File: src/rtl/proto_rst_seq_ctrl.sv
// proto_rst_seq_ctrl: reset / clock bring-up sequencer for the prototype top.
// The MMCM is held in reset, then the design waits for lock and checks that it
// stays stable. After that the subsystem resets are released one stage at a time,
// bit 0 first. Lock loss or a software request starts the sequence again.
module proto_rst_seq_ctrl #(
  parameter int unsigned NUM_STAGES       = 4,
  parameter int unsigned MMCM_RST_CYC     = 64,
  parameter int unsigned LOCK_TIMEOUT_CYC = 65536,
  parameter int unsigned LOCK_STABLE_CYC  = 1024,
  parameter int unsigned STAGE_GAP_CYC    = 64
) (
  input  logic                  i_fpga_clk,
  input  logic                  i_rst,
  input  logic                  i_mmcm_locked,
  input  logic                  i_sw_rst_req,
  output logic                  o_mmcm_rst,
  output logic [NUM_STAGES-1:0] o_stage_rst,
  output logic                  o_all_ready,
  output logic [2:0]            o_state,
  output logic [7:0]            o_relock_cnt
);

  function automatic int unsigned max_u(input int unsigned a, input int unsigned b);
    return (a > b) ? a : b;
  endfunction

  localparam int unsigned CNT_MAX = max_u(max_u(MMCM_RST_CYC, LOCK_TIMEOUT_CYC),
                                          max_u(LOCK_STABLE_CYC, STAGE_GAP_CYC));
  localparam int unsigned CNT_W   = $clog2(CNT_MAX + 1);

  localparam logic [CNT_W-1:0] MMCM_LAST    = CNT_W'(MMCM_RST_CYC - 1);
  localparam logic [CNT_W-1:0] TIMEOUT_LAST = CNT_W'(LOCK_TIMEOUT_CYC - 1);
  localparam logic [CNT_W-1:0] STABLE_LAST  = CNT_W'(LOCK_STABLE_CYC - 1);
  localparam logic [CNT_W-1:0] GAP_LAST     = CNT_W'(STAGE_GAP_CYC - 1);

  typedef enum logic [2:0] {
    ST_MMCM_RST  = 3'd0,
    ST_WAIT_LOCK = 3'd1,
    ST_STABLE    = 3'd2,
    ST_RELEASE   = 3'd3,
    ST_RUN       = 3'd4
  } state_t;

  state_t                  state_q, state_d;
  logic [CNT_W-1:0]        cnt_q, cnt_d;
  logic                    mmcm_rst_q, mmcm_rst_d;
  logic [NUM_STAGES-1:0]   stage_rst_q, stage_rst_d;
  logic                    all_ready_q, all_ready_d;
  logic [7:0]              relock_q, relock_d;
  logic                    relock_inc;
  logic                    lock_meta, lock_sync;

  // Two-flop synchronizer for the asynchronous MMCM lock indication.
  always_ff @(posedge i_fpga_clk or posedge i_rst) begin
    if (i_rst) begin
      lock_meta <= 1'b0;
      lock_sync <= 1'b0;
    end else begin
      lock_meta <= i_mmcm_locked;
      lock_sync <= lock_meta;
    end
  end

  // State, counter and registered outputs.
  always_ff @(posedge i_fpga_clk or posedge i_rst) begin
    if (i_rst) begin
      state_q     <= ST_MMCM_RST;
      cnt_q       <= '0;
      mmcm_rst_q  <= 1'b1;
      stage_rst_q <= '1;
      all_ready_q <= 1'b0;
      relock_q    <= '0;
    end else begin
      state_q     <= state_d;
      cnt_q       <= cnt_d;
      mmcm_rst_q  <= mmcm_rst_d;
      stage_rst_q <= stage_rst_d;
      all_ready_q <= all_ready_d;
      relock_q    <= relock_d;
    end
  end

  // Next-state logic and next values of the registered outputs.
  always_comb begin
    state_d     = state_q;
    cnt_d       = cnt_q;
    mmcm_rst_d  = mmcm_rst_q;
    stage_rst_d = stage_rst_q;
    all_ready_d = all_ready_q;
    relock_inc  = 1'b0;

    case (state_q)
      ST_MMCM_RST: begin
        mmcm_rst_d  = 1'b1;
        stage_rst_d = '1;
        all_ready_d = 1'b0;
        if (cnt_q == MMCM_LAST) begin
          state_d    = ST_WAIT_LOCK;
          cnt_d      = '0;
          mmcm_rst_d = 1'b0;
        end else begin
          cnt_d = cnt_q + CNT_W'(1);
        end
      end

      ST_WAIT_LOCK: begin
        mmcm_rst_d = 1'b0;
        if (lock_sync) begin
          state_d = ST_STABLE;
          cnt_d   = '0;
        end else if (cnt_q == TIMEOUT_LAST) begin
          state_d    = ST_MMCM_RST;
          cnt_d      = '0;
          mmcm_rst_d = 1'b1;
        end else begin
          cnt_d = cnt_q + CNT_W'(1);
        end
      end

      ST_STABLE: begin
        if (!lock_sync) begin
          state_d    = ST_WAIT_LOCK;
          cnt_d      = '0;
          relock_inc = 1'b1;
        end else if (cnt_q == STABLE_LAST) begin
          // Every entry into STABLE leaves all bits set, so this shift clears only bit 0.
          state_d     = ST_RELEASE;
          cnt_d       = '0;
          stage_rst_d = stage_rst_q << 1;
        end else begin
          cnt_d = cnt_q + CNT_W'(1);
        end
      end

      ST_RELEASE: begin
        if (!lock_sync) begin
          state_d     = ST_WAIT_LOCK;
          cnt_d       = '0;
          stage_rst_d = '1;
          all_ready_d = 1'b0;
          relock_inc  = 1'b1;
        end else if (i_sw_rst_req) begin
          state_d     = ST_STABLE;
          cnt_d       = '0;
          stage_rst_d = '1;
          all_ready_d = 1'b0;
        end else if (stage_rst_q == '0) begin
          state_d     = ST_RUN;
          cnt_d       = '0;
          all_ready_d = 1'b1;
        end else if (cnt_q == GAP_LAST) begin
          // Shifting in zeros from the LSB clears the stages strictly in bit order.
          cnt_d       = '0;
          stage_rst_d = stage_rst_q << 1;
        end else begin
          cnt_d = cnt_q + CNT_W'(1);
        end
      end

      ST_RUN: begin
        if (!lock_sync) begin
          state_d     = ST_WAIT_LOCK;
          cnt_d       = '0;
          stage_rst_d = '1;
          all_ready_d = 1'b0;
          relock_inc  = 1'b1;
        end else if (i_sw_rst_req) begin
          state_d     = ST_STABLE;
          cnt_d       = '0;
          stage_rst_d = '1;
          all_ready_d = 1'b0;
        end
      end

      default: begin
        state_d     = ST_MMCM_RST;
        cnt_d       = '0;
        mmcm_rst_d  = 1'b1;
        stage_rst_d = '1;
        all_ready_d = 1'b0;
      end
    endcase

    relock_d = (relock_inc && (relock_q != 8'hFF)) ? relock_q + 8'd1 : relock_q;
  end

  assign o_mmcm_rst   = mmcm_rst_q;
  assign o_stage_rst  = stage_rst_q;
  assign o_all_ready  = all_ready_q;
  assign o_state      = state_q;
  assign o_relock_cnt = relock_q;

endmodule
File: config.mk
export PLATFORM = sky130hd
export DESIGN_NAME = proto_rst_seq_ctrl
export DESIGN_NICKNAME = d
export VERILOG_FILES = /design/src/rtl/proto_rst_seq_ctrl.sv
export SDC_FILE = /design/constraint.sdc
export NUM_CORES = 1
export LEC_CHECK = 0
export BUFFER_PORTS_ARGS = -buffer_cell sky130_fd_sc_hd__buf_2
export CAP_MARGIN = 30
export CORE_UTILIZATION = 58
export DETAILED_ROUTE_END_ITERATION = 10
export GPL_ROUTABILITY_DRIVEN = 0
export GPL_TIMING_DRIVEN = 0
export PLACE_DENSITY = 0.79
export SYNTH_ARGS = -nofsm -noshare
export SYNTH_HDL_FRONTEND = slang
export SYNTH_SLANG_ARGS = --single-unit
File: constraint.sdc
create_clock -name i_fpga_clk -period 3.3 [get_ports i_fpga_clk]
set_clock_uncertainty 0.1 [all_clocks]
set_input_delay 0.165 -clock i_fpga_clk [delete_from_list [all_inputs] [get_ports i_fpga_clk]]
set_output_delay 0.165 -clock i_fpga_clk [all_outputs]
set_load 0.01 [all_outputs]
# Word-level counts from Yosys, hierarchy flattened
# Index checks and enable logic that the tools add are counted.
# totals
reg_bits	36
elab_cells	80
# classes
n_addsub	2
eq_ne	17
mux	43
bitwise	2
n_reduce_logical	8
# op_table
cell	n
two-way mux 17 bit	10
case mux 17 bit (5 select lines)	1
two-way mux 4 bit	8
two-way mux 3 bit	10
adder 17 x 1 -> 17 bit (second input constant)	1
== test 17 x 10 -> 1 bit (second input constant)	1
== test 17 x 16 -> 1 bit (second input constant)	1
== test 17 x 6 -> 1 bit (second input constant)	1
case mux 4 bit (4 select lines)	1
case mux 3 bit (5 select lines)	1
inequality test 4 bit (second input constant)	3
two-way mux 1 bit	10
inequality test 3 bit (second input constant)	3
adder 8 x 1 -> 8 bit (second input constant)	1
inequality test 8 bit (second input constant)	1
== test 3 x 2 -> 1 bit (second input constant)	2
inequality test 2 bit (second input constant)	3
case mux 1 bit (3 select lines)	2
AND reduction 6 bit	1
AND reduction 5 bit	1
logical NOT 4 bit	1
== test 3 x 1 -> 1 bit (second input constant)	1
== test 3 bit (second input constant)	1
logical NOT 3 bit	1
5 further kinds	6

# Longest topological paths before layout
# Gate-level depths: netlist of run 1.
# depth
depth_word	6
ltp_mapped	10
mapped_depth_nobuf	10

# Least setup slack after synthesis of run 1
# No wires, ideal clock.
# synth_timing
kind	register to register
from	register cnt_q[0]
to	register cnt_q[4]
setup_ns	0.101
arrival_time_ns	2.177
required_ns	3.099
setup_slack_ns	0.922
stages_incl_launch_ff	11
synth_period_minus_slack_ns	2.378
path_cell_list	dfrtp_1 ha_1 nand4_2 nor3_1 nand3_1 inv_1 ha_1 nor4_4 nor3_4 buf_4 o32ai_1
# synth_between
elab_chain_cells	6
elab_cells_between_ends	13
classes_between	add/sub: 1; eq/ne: 3; mux: 9
# synth_lines
item	line	source
start: declaration	45	logic [CNT_W-1:0] cnt_q, cnt_d;
start signal: assignment	75	cnt_q <= cnt_d;
adder 17 x 1 -> 17 bit / == test 17 x 6 -> 1 bit (equally long branches)	--	
two-way mux 17 bit	97, 151	
two-way mux 17 bit	147	end else if (stage_rst_q == '0) begin
two-way mux 17 bit	142	end else if (i_sw_rst_req) begin
two-way mux 17 bit	136	if (!lock_sync) begin
case mux 17 bit (5 select lines) (*)	92	case (state_q)
# Mark *: on every way between the ends. The rest lies on a longest branch, timed or not.
# A chain may end at the register's enable or synchronous reset.

# Worst setup path in the final report of run 1
# layout_timing
from	register cnt_q[6]
to	register state_q[0], in the netlist o_state[0]
# layout_between
elab_chain_cells	3
elab_cells_between_ends	7
classes_between	eq/ne: 6; reduce/logical: 1
# layout_lines
item	line	source
== test 17 x 10 -> 1 bit (tied with other cells)	125	end else if (cnt_q == STABLE_LAST) begin
inequality test 3 bit (no line) / inequality test 2 bit (equally long branches)	--	
AND reduction 5 bit (no line) (*)	--	
end signal: assignment	74	state_q <= state_d;
end: declaration	44	state_t state_q, state_d;
# Marks and branches as above.

==> results of run 1 <==
[where the power goes]
group          switching, mW  internal (mW)  total [mW]
Sequential            0.0805          0.514       0.595
Clock                  0.159          0.158       0.317
Combinational          0.320          0.241       0.561
[placed cells by master (no fill, tap or decap), types with 3 or more instances in the layout]
| cell type | instances |
|---|---|
| dfrtp_1 | 31 |
| buf_2 | 23 |
| nand2_1 | 17 |
| o21ai_0 | 17 |
| inv_1 | 12 |
| nor2_1 | 12 |
| xnor2_1 | 8 |
| nand4_1 | 8 |
| nor3_1 | 6 |
| nand3_1 | 6 |
| o31ai_1 | 6 |
| a21oi_1 | 5 |
| o32ai_1 | 5 |
| clkbuf_4 | 5 |
| dfstp_2 | 5 |
| nor4_1 | 4 |
| and3_1 | 4 |
| o21ai_1 | 4 |
| mux2i_1 | 4 |
| ha_1 | 4 |
| nand2b_1 | 3 |
| o22ai_1 | 3 |
[what timing repair did]
item,4_1_cts,5_1_grt
buffers inserted,0,0
hold buffers,2,0
hold endpoints to repair,9,0
resized for setup,0,0
[registers in the layout (all words and copies together) (netlist names)]
| signal | cells |
|---|---|
| o_mmcm_rst | 1 |
| o_stage_rst | 4 |
| lock_sync | 1 |
| o_relock_cnt | 8 |
| cnt_q | 17 |
| o_all_ready | 1 |
| o_state | 3 |
| lock_meta | 1 |
[critical path: stages, from the launching register on]
cell and delay [ps]:
dfrtp_1 430, and4_1 270, nand4_2 250, nor3_1 370, nand3_1 150, inv_1 80
ha_1 220, nor4_4 110, nor3b_1 360, o211ai_1 160, a22o_1 210
[cell families (layout without fill, tap and decap cells)]
kind of cell,count (synthesis),count (layout),share of synthesized area
compound gates,57,57,0.195
xor+xnor,9,9,0.0385
fa+ha+maj,4,4,0.0245
buf+inv,20,51,0.0459
flops,36,36,0.443
mux,6,6,0.0306
simple gates,77,77,0.222
[metrics by stage]
stage | area, sq um | std cells | setup slack (ps) | power, mW | util
6_report | 2330 | 286 | 487 | 1.47 | 0.693
5_1_grt | 2330 | 286 | 266 | 1.58 | 0.693
4_1_cts | 2330 | 286 | 499 | 1.48 | 0.693
3_5_place_dp | 2230 | 276 | 558 | 1.16 | 0.663
3_3_place_gp | 2200 | 275 | 581 | 1.14 | 0.655
2_1_floorplan | 2050 | 209 | 922 | 1.02 | -
[final cells by class]
cell class,count,area share
flip-flops and latches,36,0.389
inverters,12,0.0193
multi-input cells,153,0.448
clock inverters,3,0.0183
clock buffers,5,0.0161
repair buffers,23,0.0633
plain buffers,8,0.0209
well taps,46,0.0247
[final timing paths]
path	startpoint	end	slack (ps)	depth (start not counted)
min in group asynchronous	i_rst	o_state[1]$_DFFE_PP0P_	330	3
min	i_sw_rst_req	o_state[2]$_DFFE_PP0P_	200	4
min reg2reg	lock_meta$_DFF_PP0_	lock_sync$_DFF_PP0_	260	0
max reg2reg	cnt_q[6]$_DFFE_PP0N_	o_state[0]$_DFFE_PP0P_	490	10
max	cnt_q[6]$_DFFE_PP0N_	o_state[0]$_DFFE_PP0P_	490	10
max in group asynchronous	i_rst	cnt_q[4]$_DFFE_PP0N_	2240	4
[routing by layer]
| metal | track usage | vias up |
|---|---|---|
| met5 | 0 | - |
| met4 | 0.0762 | 0 |
| met3 | 0.0567 | 7 |
| met2 | 0.410 | 39 |
| met1 | 0.392 | 832 |
| li1 | - | 857 |
==> flow_summary.yaml, run 1 <==
clocking:
  root_buffer: "clkbuf_4"
  cts.clk_slew.worst_paths_ps: 120
  clk_path_buf_depth: 2
  cts_inserted_buffers: 5
  insertion_delay_ps: 350
  cts_tree: "built"
  cts_sinks: 36
  htreeDepth: 2
grt:
  grt_pass1_wl_microns: 7290
  grt_overflow: 0
  grt_pass1_vias: 1498
  grt_max_degree: 24
  grtUsageTotal: 0.269
  antenna_found_initial: 0
sta:
  setup_viol: 0
  setup_tns_ps: 0
  worst_slew_pin_slew_ps: 615
  fin_crit_ps: 2810
  rsz0062_at_grt: "false"
  max_freq_mhz: 356
  relSlewSlack: 0.589
  holdWs_ps: 195
  hold_viol_final: 0
  period_share: 0.852
  report.final.slew_viol_count: 0
logic_synthesis:
  async_flop_share: 1.00
  syn-mean-instance-area_sq_um: 9.79
  synth_cells: 209
  ys_ff_latch: 36
  syn_nets: 217
  yosys_most_used_dff: "dfrtp_1"
  yosysSeqAreaShare: 0.443
  synth_enable_flop_cells: 0
  synth_commonest_cells: "dfrtp_1 (31), nand2_1 (17), o21ai_0 (17)"
  synth_cell_types: 51
  synth_top_area_frac: 0.379
  yosysMostFrequentCell: "dfrtp_1"
  yosysWarnings: 0
  synth_top_area_cell: "dfrtp_1"
  synth.area.top_cells: "dfrtp_1 (38%), dfstp_2 (6.4%), o21ai_0 (4.2%), xnor2_1 (3.4%), nand2_1 (3.1%)"
  netlist_area_sq_um: 2050
hold_path:
  hold_path.class: "in2reg"
placement:
  io_buffers: 20
  hpwl_microns: 3090
floorplan:
  die-area_sq_um: 3770
  die_w_microns: 61.4
  initial_core_util: 0.608
  num_rows: 21
  design.core.area_sq_um: 3360
  io-pin-count: 21
  die_h_microns: 61.4
layout:
  finalNetCount: 247
  multi_input_area_sq_um: 1040
  diodes: 0
  regArea_sq_um: 907
  drive_gt1_frac: 0.208
  synthToLayoutAreaGrowth_pct: 13.9
  nFillCells: 306
critical_path:
  endpoint_kind: "flip-flop"
  cp.required_ps: 3460
  path_class: "reg2reg"
  cp_max_fo: 7
  worst_ep_arrival_time_ps: 2970
  start_kind: "flip-flop"
route:
  wl_met2_microns: 2030
  vias: 1735
  top_layer: "met4"
  post_drt_wl_per_cell_microns: 15.3
  first_pass_iters: 4
  avgViaCountPerCell: 6.07
  drtIter0Drc: 89
  met1_length_microns: 2060
  wl_met3_microns: 229
  drcViolationCount: 0
  drt_wl_total_microns: 4370
  ant_nets: 0
job:
  maxCapViolCount: 0
power_and_ir_drop:
  p_leak_nw: 0.980
  pwr_density_cell_nw_per_um2: 632
  peakVddDrop_mv: 0.406
run_status:
  status: "finished, final reports clean"
Power figures use the tool's default switching activity.
==> run 2: changes to the inputs <==
ABC_CLOCK_PERIOD_IN_PS = 3300   (was default)
CAP_MARGIN = 20   (was 30)
CORE_UTILIZATION = 55   (was 58)
PLACE_DENSITY = 0.75   (was 0.79)
==> run 2 against run 1 <==
Effect of this change:
- clock power up 25%
- via count up 2.1%
- count of clock-buffer cells in the layout unchanged
- worst hold slack better by 39 ps
- critical path type unchanged
- highest routed layer unchanged
==> flow_summary.yaml, run 2 (same netlist as run 1, synthesis figures left out) <==
layout:
  fin_area_sq_um: 2360
  utilization: 0.686
  stdcell_count: 286
  nFillCells: 292
  most-common-layout-cells: "dfrtp_1 (31), buf_2 (23), nand2_1 (17), o21ai_0 (17)"
  synthToLayoutAreaGrowth_pct: 15.5
  diodes: 0
  largest_reg_flops: 17
  final_common_cell: "dfrtp_1"
  top_register: "cnt_q"
  drive_gt1_frac: 0.208
  multi_input_area_sq_um: 1040
  finalNetCount: 247
  regArea_sq_um: 907
grt:
  grt_max_degree: 20
  grt_pass1_wl_microns: 7950
  grtUsageTotal: 0.260
  grt_pass1_vias: 1656
  grt_overflow: 0
  antenna_found_initial: 0
placement:
  placed_cells: 276
  dp_slack_ps: 577
  hpwl_microns: 3430
  io_buffers: 20
  placed_cell_area_sq_um: 2230
sta:
  setup_viol: 0
  worst_slew_pin_slew_ps: 803
  setup_tns_ps: 0
  holdWs_ps: 234
  max_freq_mhz: 367
  layout_setup_ws_ps: 574
  rsz0062_at_grt: "false"
  hold_viol_final: 0
  relSlewSlack: 0.464
  report.final.slew_viol_count: 0
  period_share: 0.826
  fin_crit_ps: 2730
critical_path:
  cp_max_fo: 7
  ff2ff_path_depth: 10
  path_class: "reg2reg"
  endpoint_kind: "flip-flop"
  start_kind: "flip-flop"
  cp.required_ps: 3390
  r2r_end: "o_state[0]$_DFFE_PP0P_"
  regToRegSetupSlack_ps: 570
  crit-reg2reg-launch: "cnt_q[8]$_DFFE_PP0N_"
  worst_ep_arrival_time_ps: 2820
clocking:
  cts_resized: 0
  cts.clk_slew.worst_paths_ps: 80
  cts_sinks: 36
  cts_tree: "built"
  root_buffer: "clkbuf_8"
  postCtsSetupRepairBufs: 0
  hold_buffers: 2
  insertion_delay_ps: 290
  clk_path_buf_depth: 2
  cts_inserted_buffers: 5
  htreeDepth: 2
route:
  post_drt_wl_per_cell_microns: 16.9
  drtIter0Drc: 158
  vias: 1771
  met1_length_microns: 2230
  wl_met3_microns: 214
  drt_wl_total_microns: 4830
  avgViaCountPerCell: 6.19
  wl_met2_microns: 2320
  top_layer: "met4"
  first_pass_iters: 4
  ant_nets: 0
  drcViolationCount: 0
job:
  maxCapViolCount: 0
hold_path:
  min_path_cells: 4
  hold_start: "i_sw_rst_req"
  holdPathEnd: "o_all_ready$_DFFE_PP0P_"
  hold_path.class: "in2reg"
power_and_ir_drop:
  p_leak_nw: 0.993
  pwr_density_cell_nw_per_um2: 662
  p_total_mw: 1.56
  peakVddDrop_mv: 0.345
floorplan:
  die_w_microns: 63.0
  die_h_microns: 63.0
  die-area_sq_um: 3970
  initial_core_util: 0.594
  num_rows: 21
  design.core.area_sq_um: 3440
  io-pin-count: 21
run_status:
  status: "finished, final reports clean"
run 2: cell counts in the layout (fill, tap and decap cells not counted):
Identical to the previous run, type by type.
run 2: worst max-delay path by stage:
stage                               from                      to  slack (ps)  depth (start not counted)
finish              cnt_q[8]$_DFFE_PP0N_  o_state[0]$_DFFE_PP0P_         570                         10
global route        cnt_q[0]$_DFFE_PP0N_    cnt_q[5]$_DFFE_PP0N_         360                         10
CTS                 cnt_q[0]$_DFFE_PP0N_    cnt_q[5]$_DFFE_PP0N_         580                         10
detailed placement  cnt_q[0]$_DFFE_PP0N_    cnt_q[5]$_DFFE_PP0N_         580                         10
global placement    cnt_q[6]$_DFFE_PP0N_    cnt_q[4]$_DFFE_PP0N_         630                         10
floorplan           cnt_q[0]$_DFFE_PP0N_    cnt_q[4]$_DFFE_PP0N_         920                         10
run 2: layout make-up:
class | count | area share
clock buffer | 5 | 0.0291
sequential | 36 | 0.384
inverter | 12 | 0.0191
buffer | 8 | 0.0207
multi-input combinational | 153 | 0.442
tap | 46 | 0.0244
timing repair buffer | 23 | 0.0625
clock inverter | 3 | 0.0180
run 2: report_power, final:
part           internal (mW)  switching [mW]  leakage, nW  total (mW)
logic                  0.242           0.329        0.471       0.571
clock network          0.224           0.173       0.0541       0.397
registers              0.515          0.0823        0.468       0.597
total                  0.980           0.585        0.993        1.56
run 2: worst max-delay path: stages (launching register included):
cell,delay (ps)
dfrtp_1,430
and4_1,260
nand4_2,220
nor3_1,360
nand3_1,150
inv_1,90
ha_1,220
nor4_4,110
nor3b_1,340
o211ai_1,150
a22o_1,200
run 2: layer usage:
layer	GRT usage	vias to the layer above
met3	0.0456	7
met4	0.0959	0
met2	0.410	53
met1	0.355	868
met5	0	-
li1	-	843
